### src/rtl/cla_subtractor_pipe_pkg.sv
// cla_subtractor_pipe_pkg
//   Shared definitions for the pipelined carry-lookahead subtractor:
//   default operand/slice widths, stage-count derivation, the signed
//   overflow expression and the per-stage pipeline register layout.
package cla_subtractor_pipe_pkg;

    localparam int unsigned CSP_WIDTH = 32;
    localparam int unsigned CSP_SLICE = 8;

    function automatic int unsigned csp_stages(input int unsigned width,
                                               input int unsigned slice);
        return width / slice;
    endfunction

    // Signed overflow of a - b: operands of differing sign and a result
    // whose sign differs from the minuend.
    function automatic logic csp_ovf(input logic sa, input logic sb, input logic sd);
        return (sa ^ sb) & (sd ^ sa);
    endfunction

    // One pipeline stage. a_hi/b_hi carry the full operands; only the slices
    // above the ones already resolved into diff_lo are consumed downstream.
    typedef struct packed {
        logic                 valid;
        logic [CSP_WIDTH-1:0] a_hi;
        logic [CSP_WIDTH-1:0] b_hi;
        logic [CSP_WIDTH-1:0] diff_lo;
        logic                 carry;
        logic                 sa;
        logic                 sb;
    } csp_stage_t;

endpackage

### src/rtl/cla_subtractor_pipe_slice.sv
// cla_sub_slice
//   Combinational SLICE-bit carry-lookahead adder slice. The caller supplies
//   the subtrahend already inverted, so this is a plain a + b + c_i.
//   Ports:
//     a_i   [SLICE] minuend slice
//     b_i   [SLICE] inverted subtrahend slice
//     c_i           carry-in (not-borrow)
//     sum_o [SLICE] slice sum
//     c_o           carry-out (not-borrow)
module cla_sub_slice
    import cla_subtractor_pipe_pkg::*;
#(
    parameter int unsigned SLICE = CSP_SLICE
) (
    input  logic [SLICE-1:0] a_i,
    input  logic [SLICE-1:0] b_i,
    input  logic             c_i,
    output logic [SLICE-1:0] sum_o,
    output logic             c_o
);

    logic [SLICE-1:0] g;
    logic [SLICE-1:0] p;
    logic [SLICE:0]   c;
    logic             acc;
    logic             prop;

    // Each carry is the flattened lookahead sum-of-products:
    // c[i+1] = g[i] | p[i]g[i-1] | ... | p[i]..p[0]c_i
    always_comb begin
        g    = a_i & b_i;
        p    = a_i ^ b_i;
        c    = '0;
        acc  = 1'b0;
        prop = 1'b0;
        c[0] = c_i;
        for (int unsigned i = 0; i < SLICE; i++) begin
            acc  = g[i];
            prop = p[i];
            for (int unsigned j = 0; j < i; j++) begin
                acc  = acc | (prop & g[i-1-j]);
                prop = prop & p[i-1-j];
            end
            c[i+1] = acc | (prop & c_i);
        end
    end

    assign sum_o = p ^ c[SLICE-1:0];
    assign c_o   = c[SLICE];

endmodule

### src/rtl/cla_subtractor_pipe.sv
// cla_subtractor_pipe
//   Pipelined WIDTH-bit subtractor: diff = a - b - bin, one SLICE-bit
//   carry-lookahead slice resolved per stage, valid/ready on both sides.
//   Ports:
//     clk, rst            clock, asynchronous active-high reset
//     in_valid/in_ready   input handshake for a, b, bin
//     a, b  [WIDTH]       minuend, subtrahend
//     bin                 borrow-in
//     out_valid/out_ready output handshake
//     diff  [WIDTH]       a - b - bin modulo 2^WIDTH
//     bout                borrow-out (unsigned a < b + bin)
//     zero                diff == 0
//     ovf                 signed overflow
module cla_subtractor_pipe
    import cla_subtractor_pipe_pkg::*;
#(
    parameter int unsigned WIDTH = CSP_WIDTH,
    parameter int unsigned SLICE = CSP_SLICE
) (
    input  logic             clk,
    input  logic             rst,
    input  logic             in_valid,
    output logic             in_ready,
    input  logic [WIDTH-1:0] a,
    input  logic [WIDTH-1:0] b,
    input  logic             bin,
    output logic             out_valid,
    input  logic             out_ready,
    output logic [WIDTH-1:0] diff,
    output logic             bout,
    output logic             zero,
    output logic             ovf
);

    localparam int unsigned STAGES = csp_stages(WIDTH, SLICE);

    // The stage struct is sized by the package defaults.
    if (WIDTH != CSP_WIDTH || (WIDTH % SLICE) != 0) begin : g_bad_cfg
        $error("cla_subtractor_pipe: WIDTH must equal CSP_WIDTH and be a multiple of SLICE");
    end

    csp_stage_t st_q [STAGES];
    csp_stage_t st_d [STAGES];

    logic [SLICE-1:0] sl_a   [STAGES];
    logic [SLICE-1:0] sl_b   [STAGES];
    logic [SLICE-1:0] sl_sum [STAGES];
    logic             sl_ci  [STAGES];
    logic             sl_co  [STAGES];

    logic en;

    // Slice 0 resolves straight from the inputs ahead of stage 0, so each
    // register stage k holds slices 0..k resolved.
    for (genvar k = 0; k < STAGES; k++) begin : g_slice
        if (k == 0) begin : g_first
            assign sl_a[k]  = a[SLICE-1:0];
            assign sl_b[k]  = ~b[SLICE-1:0];
            assign sl_ci[k] = ~bin;
        end else begin : g_rest
            assign sl_a[k]  = st_q[k-1].a_hi[k*SLICE +: SLICE];
            assign sl_b[k]  = ~st_q[k-1].b_hi[k*SLICE +: SLICE];
            assign sl_ci[k] = st_q[k-1].carry;
        end

        cla_sub_slice #(
            .SLICE (SLICE)
        ) u_slice (
            .a_i   (sl_a[k]),
            .b_i   (sl_b[k]),
            .c_i   (sl_ci[k]),
            .sum_o (sl_sum[k]),
            .c_o   (sl_co[k])
        );
    end

    assign en       = ~st_q[STAGES-1].valid | out_ready;
    assign in_ready = en;

    always_comb begin
        st_d[0]                     = '0;
        st_d[0].valid               = in_valid;
        st_d[0].a_hi                = a;
        st_d[0].b_hi                = b;
        st_d[0].diff_lo[SLICE-1:0]  = sl_sum[0];
        st_d[0].carry               = sl_co[0];
        st_d[0].sa                  = a[WIDTH-1];
        st_d[0].sb                  = b[WIDTH-1];
        for (int unsigned k = 1; k < STAGES; k++) begin
            st_d[k]                           = st_q[k-1];
            st_d[k].diff_lo[k*SLICE +: SLICE] = sl_sum[k];
            st_d[k].carry                     = sl_co[k];
        end
    end

    always_ff @(posedge clk or posedge rst) begin
        if (rst) begin
            for (int unsigned k = 0; k < STAGES; k++) begin
                st_q[k] <= '0;
            end
        end else if (en) begin
            for (int unsigned k = 0; k < STAGES; k++) begin
                st_q[k] <= st_d[k];
            end
        end
    end

    // Result fields are masked by the final valid bit so bubbles and the
    // reset state present all-zero flags.
    assign out_valid = st_q[STAGES-1].valid;
    assign diff      = out_valid ? st_q[STAGES-1].diff_lo : '0;
    assign bout      = out_valid & ~st_q[STAGES-1].carry;
    assign zero      = out_valid & (st_q[STAGES-1].diff_lo == '0);
    assign ovf       = out_valid & csp_ovf(st_q[STAGES-1].sa, st_q[STAGES-1].sb,
                                           st_q[STAGES-1].diff_lo[WIDTH-1]);

endmodule

### config.mk
export PLATFORM = sky130hd
export DESIGN_NAME = cla_subtractor_pipe
export DESIGN_NICKNAME = d
export VERILOG_FILES = /design/src/rtl/cla_subtractor_pipe_pkg.sv /design/src/rtl/cla_subtractor_pipe_slice.sv /design/src/rtl/cla_subtractor_pipe.sv
export SDC_FILE = /design/constraint.sdc
export NUM_CORES = 1
export LEC_CHECK = 0
export ABC_AREA = 1
export CAP_MARGIN = 40
export CORE_MARGIN = 2
export CORE_UTILIZATION = 59
export CTS_BUF_LIST = sky130_fd_sc_hd__clkbuf_4 sky130_fd_sc_hd__clkbuf_8
export DETAILED_ROUTE_END_ITERATION = 10
export PLACE_DENSITY_LB_ADDON = 0.1
export SYNTH_ARGS = -nofsm -noshare
export SYNTH_HDL_FRONTEND = slang
export SYNTH_HIERARCHICAL = 1
export SYNTH_SLANG_ARGS = --single-unit
### constraint.sdc
create_clock -name clk -period 7.7 [get_ports clk]
set_input_delay 1.925 -clock clk [delete_from_list [all_inputs] [get_ports clk]]
set_output_delay 1.925 -clock clk [all_outputs]
set_load 0.005 [all_outputs]
==> summary.txt, run 1 <==
Floorplanning
  • Die area: ~17000 sq um
  • Core Box Area: between 15000 and 20000 sq um
  • Standard-cell rows: 46
  • IO Pins: approximately 110
  • Die width: approximately 130 um
  • Die extent in y: about 130 um
  • Starting Density: between 50% and 60%

CTS
  • CTS Buffer Depth: 2
  • CTS tree: yes
  • Postcts setup bufs: 0
  • Root Buffer Master: clkbuf_8
  • Num CTS Buffers: 17
  • H-Tree Depth: 4
  • Clk_lat worst skew: 0.46 ns
  • Clk pin slew, worst setup/hold paths: approximately 0.090 ns
  • Post-CTS Resized: 0
  • Hold-fix buffer count after cts: 0
  • CTS Sinks: around 190

Logic synthesis
  • Mapped Nets: approximately 1200
  • Synth area leaders: dfrtp_1, nand2_1, inv_1
  • Netlist area before placement: approximately 9400 sq um
  • Post-synth top area share: 49.72%
  • Number of flops mapped to enable cells by yosys: 0
  • Yosys reg bits: roughly 190
  • Syn Inst Count: 1129
  • Sequential cell area fraction in the yosys report: ~50%
  • Top FF cell, synth: dfrtp_1
  • Cell accounting for the most synthesized area: dfrtp_1
  • Fraction of registers with async set/reset: between 90% and 100%
  • YS warnings: 6
  • Count leader, synth: nand2_1
  • Syn_area_per_cell: slightly above 8 sq um
  • Synth cell count leaders: nand2_1, inv_1, dfrtp_1
  • Library cells used by synthesis: 30

Pwr
  • Power Dens Cells: 398.1 nW/um^2
  • P_leak: 5.785 nW
  • Maximum vdd drop: about 200 uV

Timing
  • RSZ-0062 raised after global routing: no
  • Setup WS post-layout: 2.047 ns
  • Max-slew headroom: 46.35%
  • Fmax achieved: between 150 and 200 MHz
  • Period utilisation layout: around 73%
  • Final setup viols: 0
  • Setup TNS: 0 ns
  • Hold Violations, Final: 0
  • Slew @ Worst Pin: between 0.8 and 0.9 ns
  • Worst Skew: 0.01479 ns
  • Fin. max-slew vios: 0
  • Fin crit period: 5.653 ns

Setup path
  • Crit path cell chain: clkdlybuf4s50_1 -> or2_4 -> clkdlybuf4s50_1
  • Worst Setup Path Type: in -> out
  • R2r setup slk: between 5 and 6 ns
  • R2r endpoint: st_q[12]
  • Worst Setup Start Kind: primary input
  • Critical path's slowest cell: or2_4
  • R2R cell count: 6
  • Crit path DAT: around 3.7 ns
  • Crit path top cell by count: clkdlybuf4s50_1
  • Worst r2r src: out_valid
  • Worst path max stage delay: 0.64 ns
  • Crit end category: output pin
  • Critical path peak fanout: 69
  • Family with the most delay on the worst path: buffers and inverters
  • WP buf/inv: 2
  • Required time worst endpoint: a little under 6 ns

Detailed routing
  • Vias: 6777
  • Drt first-iter violations: 432
  • # DRC: 0
  • ANT nets after route: 0
  • Via/cell ratio: 4.690
  • WL final: roughly 16000 um
  • WL/cell: roughly 11 um
  • Drt first pass iters: 4

Outcome
  • Status: completed

Placement
  • Setup Slack @ Placement: roughly 2.1 ns
  • I/O Buffers: approximately 110
  • DP Wirelength: between 10000 and 15000 um
  • GPL Wtd Cong: 0.8313

Global route
  • Tot GR Track Use: 21.09%
  • First-pass GRT wire length: between 20000 and 30000 um
  • Vias in the first global route: approximately 6300
  • Largest net degree at the start of global routing: 126
  • Remaining global-route overflow: 0
  • Initial antenna violation count: 0

Layout
  • Layout Nets: roughly 1300
  • Layout cells sized above 1: a little under a tenth
  • N_diodes: 0
  • Fill cells: approximately 1300
  • Area Overhead vs Synth: 16.64%

Worst hold path
  • Hold Crit Class: reg -> reg
  • Hold path cells: 2
  • End of the worst hold path: out_valid
  • Hold_sp: st_d[99]

Job
  • Max Cap Viol: 0
==> layout make-up <==
cell class	count	area (sq um)	area share [%]
repair buffers	113	1171	10.73
flip-flops and latches	186	4654	42.63
clock buffers	18	241.5	2.212
clock inverters	14	187.7	1.719
well taps	216	270.3	2.475
inverters	234	885.9	8.113
multi-input cells	664	3508	32.13
==> flip-flops by register name, indices dropped and copies added (netlist names) <==
register	count
sl_a	24
st_q	35
out_valid	1
sl_ci	3
st_d	123
==> through the flow <==
stage	instance area, sq um	std cells	hold slack [ns]	util (%)	total power, mW
4_1_cts	10920	1445	0.4641	69.49	4.386
2_1_floorplan	9361	1129	0.4217	-	3.143
3_5_place_dp	10490	1413	0.4439	66.76	3.675
5_1_grt	10920	1445	0.4949	69.49	4.784
3_3_place_gp	10410	1410	0.4363	66.24	3.588
6_report	10920	1445	0.4694	69.49	4.347
==> tightest hold or removal path: stages (launching register included) <==
cell	delay, ns
dfrtp_1	0.34
inv_1	0.05
nand2_1	0.06
==> metal layers <==
metal	global-route usage (%)	part of all wire (%)	routed length, um	vias up
li1	-	-	-	3603
met5	0	0	0	-
met3	4.223	3.5	575	13
met4	5.629	0.98	159	0
met1	30.93	51	8329	3067
met2	32.49	44	7163	94
==> power by group <==
part	internal [mW]	switching (mW)	total (mW)
registers	1.41	0.234	1.64
logic	0.869	1.14	2.01
clock network	0.334	0.357	0.691
==> cell families (layout without fill, tap and decap cells) <==
kind of cell / count (synthesis) / after routing / synth area share (%)
AO/OA/AOI/OAI: 198 / 198 / 12.35
XOR/XNOR: 16 / 16 / 1.497
adder cells (fa/ha/maj): 40 / 40 / 5.667
buffers and inverters: 279 / 379 / 12.83
AND/OR/NAND/NOR: 410 / 410 / 17.94
flip-flops: 186 / 186 / 49.72
==> placed cells by master, fill, tap and decap left out, types with 3 or more instances in the layout <==
cell             count
bufinv_16            3
clkbuf_8            17
nand3_1             24
nand2_2             14
buf_16               3
fa_1                 4
clkinvlp_4           3
ha_1                36
nand3_2              4
inv_1              229
buf_4                5
inv_8                3
o21ai_1             62
inv_2                4
clkdlybuf4s50_1    105
nand2_1            282
nand4_1              4
xor2_1              14
a21oi_1              8
o21ai_0             81
a31oi_1              4
nor2_2               4
dfrtp_1            186
inv_6                4
a21oi_2             42
nor2_1              69
==> worst max-delay path by stage <==
stage | from | endpoint | slack [ns] | depth (start not counted)
after floorplan | rst | out_valid | 0.72 | 1
after global placement | out_ready | in_ready | 2.06 | 3
after detailed placement | out_ready | in_ready | 2.05 | 3
after CTS | out_ready | in_ready | 2.05 | 3
after global routing | out_ready | in_ready | 1.98 | 3
final | out_ready | in_ready | 2.05 | 3
No activity file was read; power rests on OpenSTA's default activity.
==> inputs of run 2 (changes only) <==
- clock period: 7.7 -> 5.75 ns (I/O delays scaled with it)
==> summary.txt, run 2 (synthesis results as in run 1) <==
Timing
  • Slew @ Worst Pin: around 1.0 ns
  • Setup WS post-layout: 1.629 ns
  • Max-slew headroom: a little under a third
  • Fmax achieved: between 200 and 250 MHz
  • Setup TNS: 0 ns
  • RSZ-0062 raised after global routing: no
  • Hold Violations, Final: 0
  • Worst Skew: 0.008412 ns
  • Final setup viols: 0
  • Fin crit period: a little over 4 ns
  • Fin. max-slew vios: 0
  • Period utilisation layout: a little under three quarters

Global route
  • Vias in the first global route: a little over 6000
  • Tot GR Track Use: 20.80%
  • Largest net degree at the start of global routing: between 200 and 300
  • First-pass GRT wire length: between 20000 and 30000 um
  • Remaining global-route overflow: 0
  • Initial antenna violation count: 0

Floorplanning
  • Core Box Area: ~16000 sq um
  • Standard-cell rows: between 40 and 50
  • IO Pins: approximately 110
  • Die extent in y: 130.0 um
  • Starting Density: between 50 and 60%
  • Die width: roughly 130 um
  • Die area: 16890 sq um

Detailed routing
  • WL/cell: 10.97 um
  • Vias: 6722
  • WL final: 15840 um
  • Drt first-iter violations: about 420
  • # DRC: 0
  • Via/cell ratio: roughly 4.7
  • ANT nets after route: 0
  • Drt first pass iters: 5

Pwr
  • P_leak: 5.754 nW
  • Maximum vdd drop: about 320 uV
  • Power Dens Cells: between 500 and 600 nW/um^2
  • Total power: 5.726 mW

Setup path
  • Crit path top cell by count: clkdlybuf4s50_1
  • Worst Setup Path Type: in -> out
  • Required time worst endpoint: between 4 and 5 ns
  • Crit path DAT: between 2 and 3 ns
  • Crit path cell chain: clkdlybuf4s50_1 -> or2_4 -> clkdlybuf4s50_1
  • Critical path peak fanout: 2
  • Critical path's slowest cell: clkdlybuf4s50_1
  • Worst Setup Start Kind: primary input
  • R2R cell count: 6
  • Worst path max stage delay: approximately 0.51 ns
  • Crit end category: output pin

Layout
  • Layout Nets: 1323
  • Layout cells sized above 1: under 10%
  • Commonest non-fill, non-tap cells in the layout: nand2_1, inv_1, dfrtp_1
  • Max reg flops: 123
  • Final Core Density: about 70%
  • Most common cell after layout, fill and taps aside: nand2_1
  • Post-Layout Cell Count: 1443
  • N_diodes: 0
  • Fill cells: around 1300
  • Area Overhead vs Synth: 15.98%

CTS
  • CTS Buffer Depth: 2
  • H-Tree Depth: 4
  • Num CTS Buffers: 17
  • CTS tree: yes
  • CTS Sinks: about 190
  • Clk pin slew, worst setup/hold paths: around 0.090 ns
  • Root Buffer Master: clkbuf_8
  • Hold-fix buffer count after cts: 0
  • Post-CTS Resized: 0
  • Clk_lat worst skew: 0.46 ns
  • Postcts setup bufs: 0

Placement
  • GPL Wtd Cong: around 0.8
  • Dpl cells: between 1000 and 1500
  • Setup Slack @ Placement: between 1.5 and 2 ns
  • I/O Buffers: around 110
  • DP Wirelength: ~11000 um

Worst hold path
  • Hold Crit Class: reg -> reg
  • Hold path cells: 2

Outcome
  • Status: completed

Job
  • Max Cap Viol: 0
## run 2: changes by cell type in the layout (fill, tap and decap cells not counted), sizes merged
cell      before  now
buf            8    6
bufinv         3    1
clkbuf        18   20
clkinv         2    4
clkinvlp       3    4
inv          240  237
## run 2: area by class of cell
type	instances	area (sq um)	share of cell area [%]
Sequential cell	186	4654	42.87
Clock inverter	12	113.9	1.049
Inverter	234	882.1	8.124
Tap cell	216	270.3	2.489
Timing Repair Buffer	111	1154	10.62
Clock buffer	20	275.3	2.535
Multi-Input combinational cell	664	3508	32.31
## run 2: per-layer routing
layer	share of wire [%]	routed length, um	vias up	GRT usage, %
met5	0	0	-	0
met4	1.1	169	0	6.831
met3	3.7	589	14	4.141
met2	44	7045	105	31.07
met1	51	8032	3000	30.78
li1	-	-	3603	-
## run 2: per-stage QoR
step,hold WS (ns),area (sq um)
after floorplan,0.4217,9365
after CTS,0.4707,10860
after detailed placement,0.4482,10470
final,0.4667,10860
after global routing,0.4943,10860
after global placement,0.4352,10420
## run 2: final timing paths
| path | from | to | slack [ns] |
|---|---|---|---|
| setup / recovery | out_ready | in_ready | 1.63 |
| hold / removal | st_d[99] | out_valid | 0.47 |
| setup reg to reg | out_valid | st_d[251] | 3.09 |
| hold reg to reg | st_d[99] | out_valid | 0.47 |
| max in group asynchronous | rst | st_q[14] | 3.52 |
| min in group asynchronous | rst | st_d[160] | 1.21 |
## run 2: critical path, delay by kind of cell
| kind | cells | cell delay, ns |
|---|---|---|
| simple gates | 1 | 0.29 |
| buf+inv | 2 | 0.96 |
## run 2: where the power goes
| part | internal, mW | switching [mW] |
|---|---|---|
| sequential | 1.89 | 0.326 |
| combinational | 1.17 | 1.50 |
| clock | 0.382 | 0.462 |
| total | 3.44 | 2.29 |
==> inputs of run 3 (changes only) <==
- clock period: 5.75 -> 4.2 ns (I/O delays scaled with it)
==> summary.txt, run 3 (synthesis results as in run 1) <==
Placement
  • Dpl cells: between 1000 and 1500
  • I/O Buffers: between 100 and 150
  • GPL Wtd Cong: ~0.8
  • DP Area: roughly 10000 sq um
  • DP Wirelength: 10970 um

Floorplanning
  • IO Pins: ~110
  • Starting Density: between 50% and 60%
  • Core Box Area: around 16000 sq um
  • Standard-cell rows: 46
  • Die width: between 100 and 150 um
  • Die area: roughly 17000 sq um
  • Die extent in y: ~130 um

Timing
  • Hold Violations, Final: 0
  • RSZ-0062 raised after global routing: no
  • Period utilisation layout: 78.71%
  • Final setup viols: 0
  • Worst Skew: between 0.007 and 0.008 ns
  • Fmax achieved: ~300 MHz
  • Slew @ Worst Pin: 0.8784 ns
  • Fin crit period: roughly 3.3 ns
  • Setup TNS: 0 ns
  • Max-slew headroom: around 41%
  • Fin. max-slew vios: 0

CTS
  • Post-CTS Resized: 0
  • H-Tree Depth: 4
  • Clk_lat worst skew: roughly 0.45 ns
  • Hold-fix buffer count after cts: 0
  • Clk pin slew, worst setup/hold paths: ~0.090 ns
  • Root Buffer Master: clkbuf_8
  • CTS tree: yes
  • CTS Sinks: 186
  • Postcts setup bufs: 0
  • CTS Buffer Depth: 2
  • Num CTS Buffers: 17

Global route
  • Largest net degree at the start of global routing: 190
  • Vias in the first global route: ~6000
  • Remaining global-route overflow: 0
  • Tot GR Track Use: about 21%
  • Initial antenna violation count: 0
  • First-pass GRT wire length: roughly 28000 um

Layout
  • Layout cells sized above 1: a little under a tenth
  • N_diodes: 0
  • Post-route cell area: 10920 sq um
  • Post-Layout Cell Count: approximately 1400
  • Area Overhead vs Synth: 16.65%
  • Layout Nets: 1323
  • Commonest non-fill, non-tap cells in the layout: nand2_1, inv_1, dfrtp_1
  • Max reg flops: 123
  • Most common cell after layout, fill and taps aside: nand2_1

Setup path
  • Crit end category: output pin
  • Critical path peak fanout: 3
  • Required time worst endpoint: approximately 3.2 ns
  • Worst Setup Start Kind: primary input
  • Crit path DAT: between 2 and 2.5 ns
  • Worst Setup Path Type: in -> out

Pwr
  • Internal Power: 4.874 mW
  • Maximum vdd drop: between 600 and 700 uV
  • NetSw: ~3.1 mW
  • Power Dens Cells: around 730 nW/um^2
  • P_leak: a little under 6 nW
  • Combinational Power Share: a little under half
  • Sw Ratio: 39.24%
  • Register share of total power: between 30% and 40%
  • Clk pwr share: 16.6%

Worst hold path
  • Hold Crit Class: reg -> reg

Detailed routing
  • ANT nets after route: 0
  • WL/cell: approximately 11 um
  • # DRC: 0
  • Drt first-iter violations: 410
  • WL final: between 15000 and 20000 um
  • Drt first pass iters: 5
  • Vias: just under 7000
  • Via/cell ratio: 4.719

Outcome
  • Status: completed

Job
  • Max Cap Viol: 0
-- run 3: changes by cell type in the layout (fill, tap and decap cells not counted) --
cell        change
inv_6           -1
clkinv_4        -1
clkinvlp_4      +1
clkinv_2        -2
buf_16          -1
bufinv_16       +3
buf_12          +1
-- run 3: metal layers --
metal / track usage, % / vias to the layer above / routed length [um]
li1: - / 3604 / -
met1: 30.45 / 3069 / 8203
met2: 31.51 / 123 / 7051
met3: 3.444 / 14 / 548
met4: 6.072 / 0 / 176
met5: 0 / - / 0
-- run 3: path summary, 6_finish.rpt --
check                          start         to  slack [ns]  cells after the start
hold / removal              st_d[99]  out_valid        0.46                      2
setup / recovery           out_ready   in_ready        0.89                      3
max in group asynchronous        rst   st_d[17]        2.69                      3
setup reg to reg           out_valid    st_d[6]        2.10                      6
hold reg to reg             st_d[99]  out_valid        0.46                      2
min in group asynchronous        rst   st_d[61]        1.08                      3
-- run 3: power groups by stage --
| stage | Clock (mW) | Sequential [mW] | Combinational, mW |
|---|---|---|---|
| finish | 1.33 | 3.04 | 3.65 |
| global route | 1.43 | 3.14 | 4.28 |
| CTS | 1.36 | 3.04 | 3.68 |
| detailed placement | 0 | 3.08 | 3.64 |
| global placement | 0 | 3.04 | 3.55 |
| floorplan | 0 | 2.92 | 2.84 |
-- run 3: area by class of cell --
| class | instances | area (sq um) |
|---|---|---|
| Fill cell | 1300 | 4792 |
| Timing Repair Buffer | 111 | 1146 |
| Clock buffer | 20 | 275.3 |
| Clock inverter | 12 | 183.9 |
| Multi-Input combinational cell | 664 | 3508 |
| Tap cell | 216 | 270.3 |
| Sequential cell | 186 | 4654 |
| Inverter | 234 | 882.1 |
-- run 3: worst max-delay path, stage by stage --
cell and delay, ns:
clkdlybuf4s50_1 0.42, or2_4 0.32, clkdlybuf4s50_1 0.47
-- run 3: per-stage QoR --
stage / worst slack, ns / power [mW] / utilization (%) / hold WS [ns]
2_1_floorplan: 0.7575 / 5.763 / - / 0.4217
3_3_place_gp: 0.8819 / 6.595 / 66.58 / 0.4368
3_5_place_dp: 0.8914 / 6.716 / 66.58 / 0.4416
4_1_cts: 0.8879 / 8.084 / 69.50 / 0.4671
5_1_grt: 0.8544 / 8.849 / 69.50 / 0.4900
6_report: 0.8941 / 8.023 / 69.50 / 0.4624
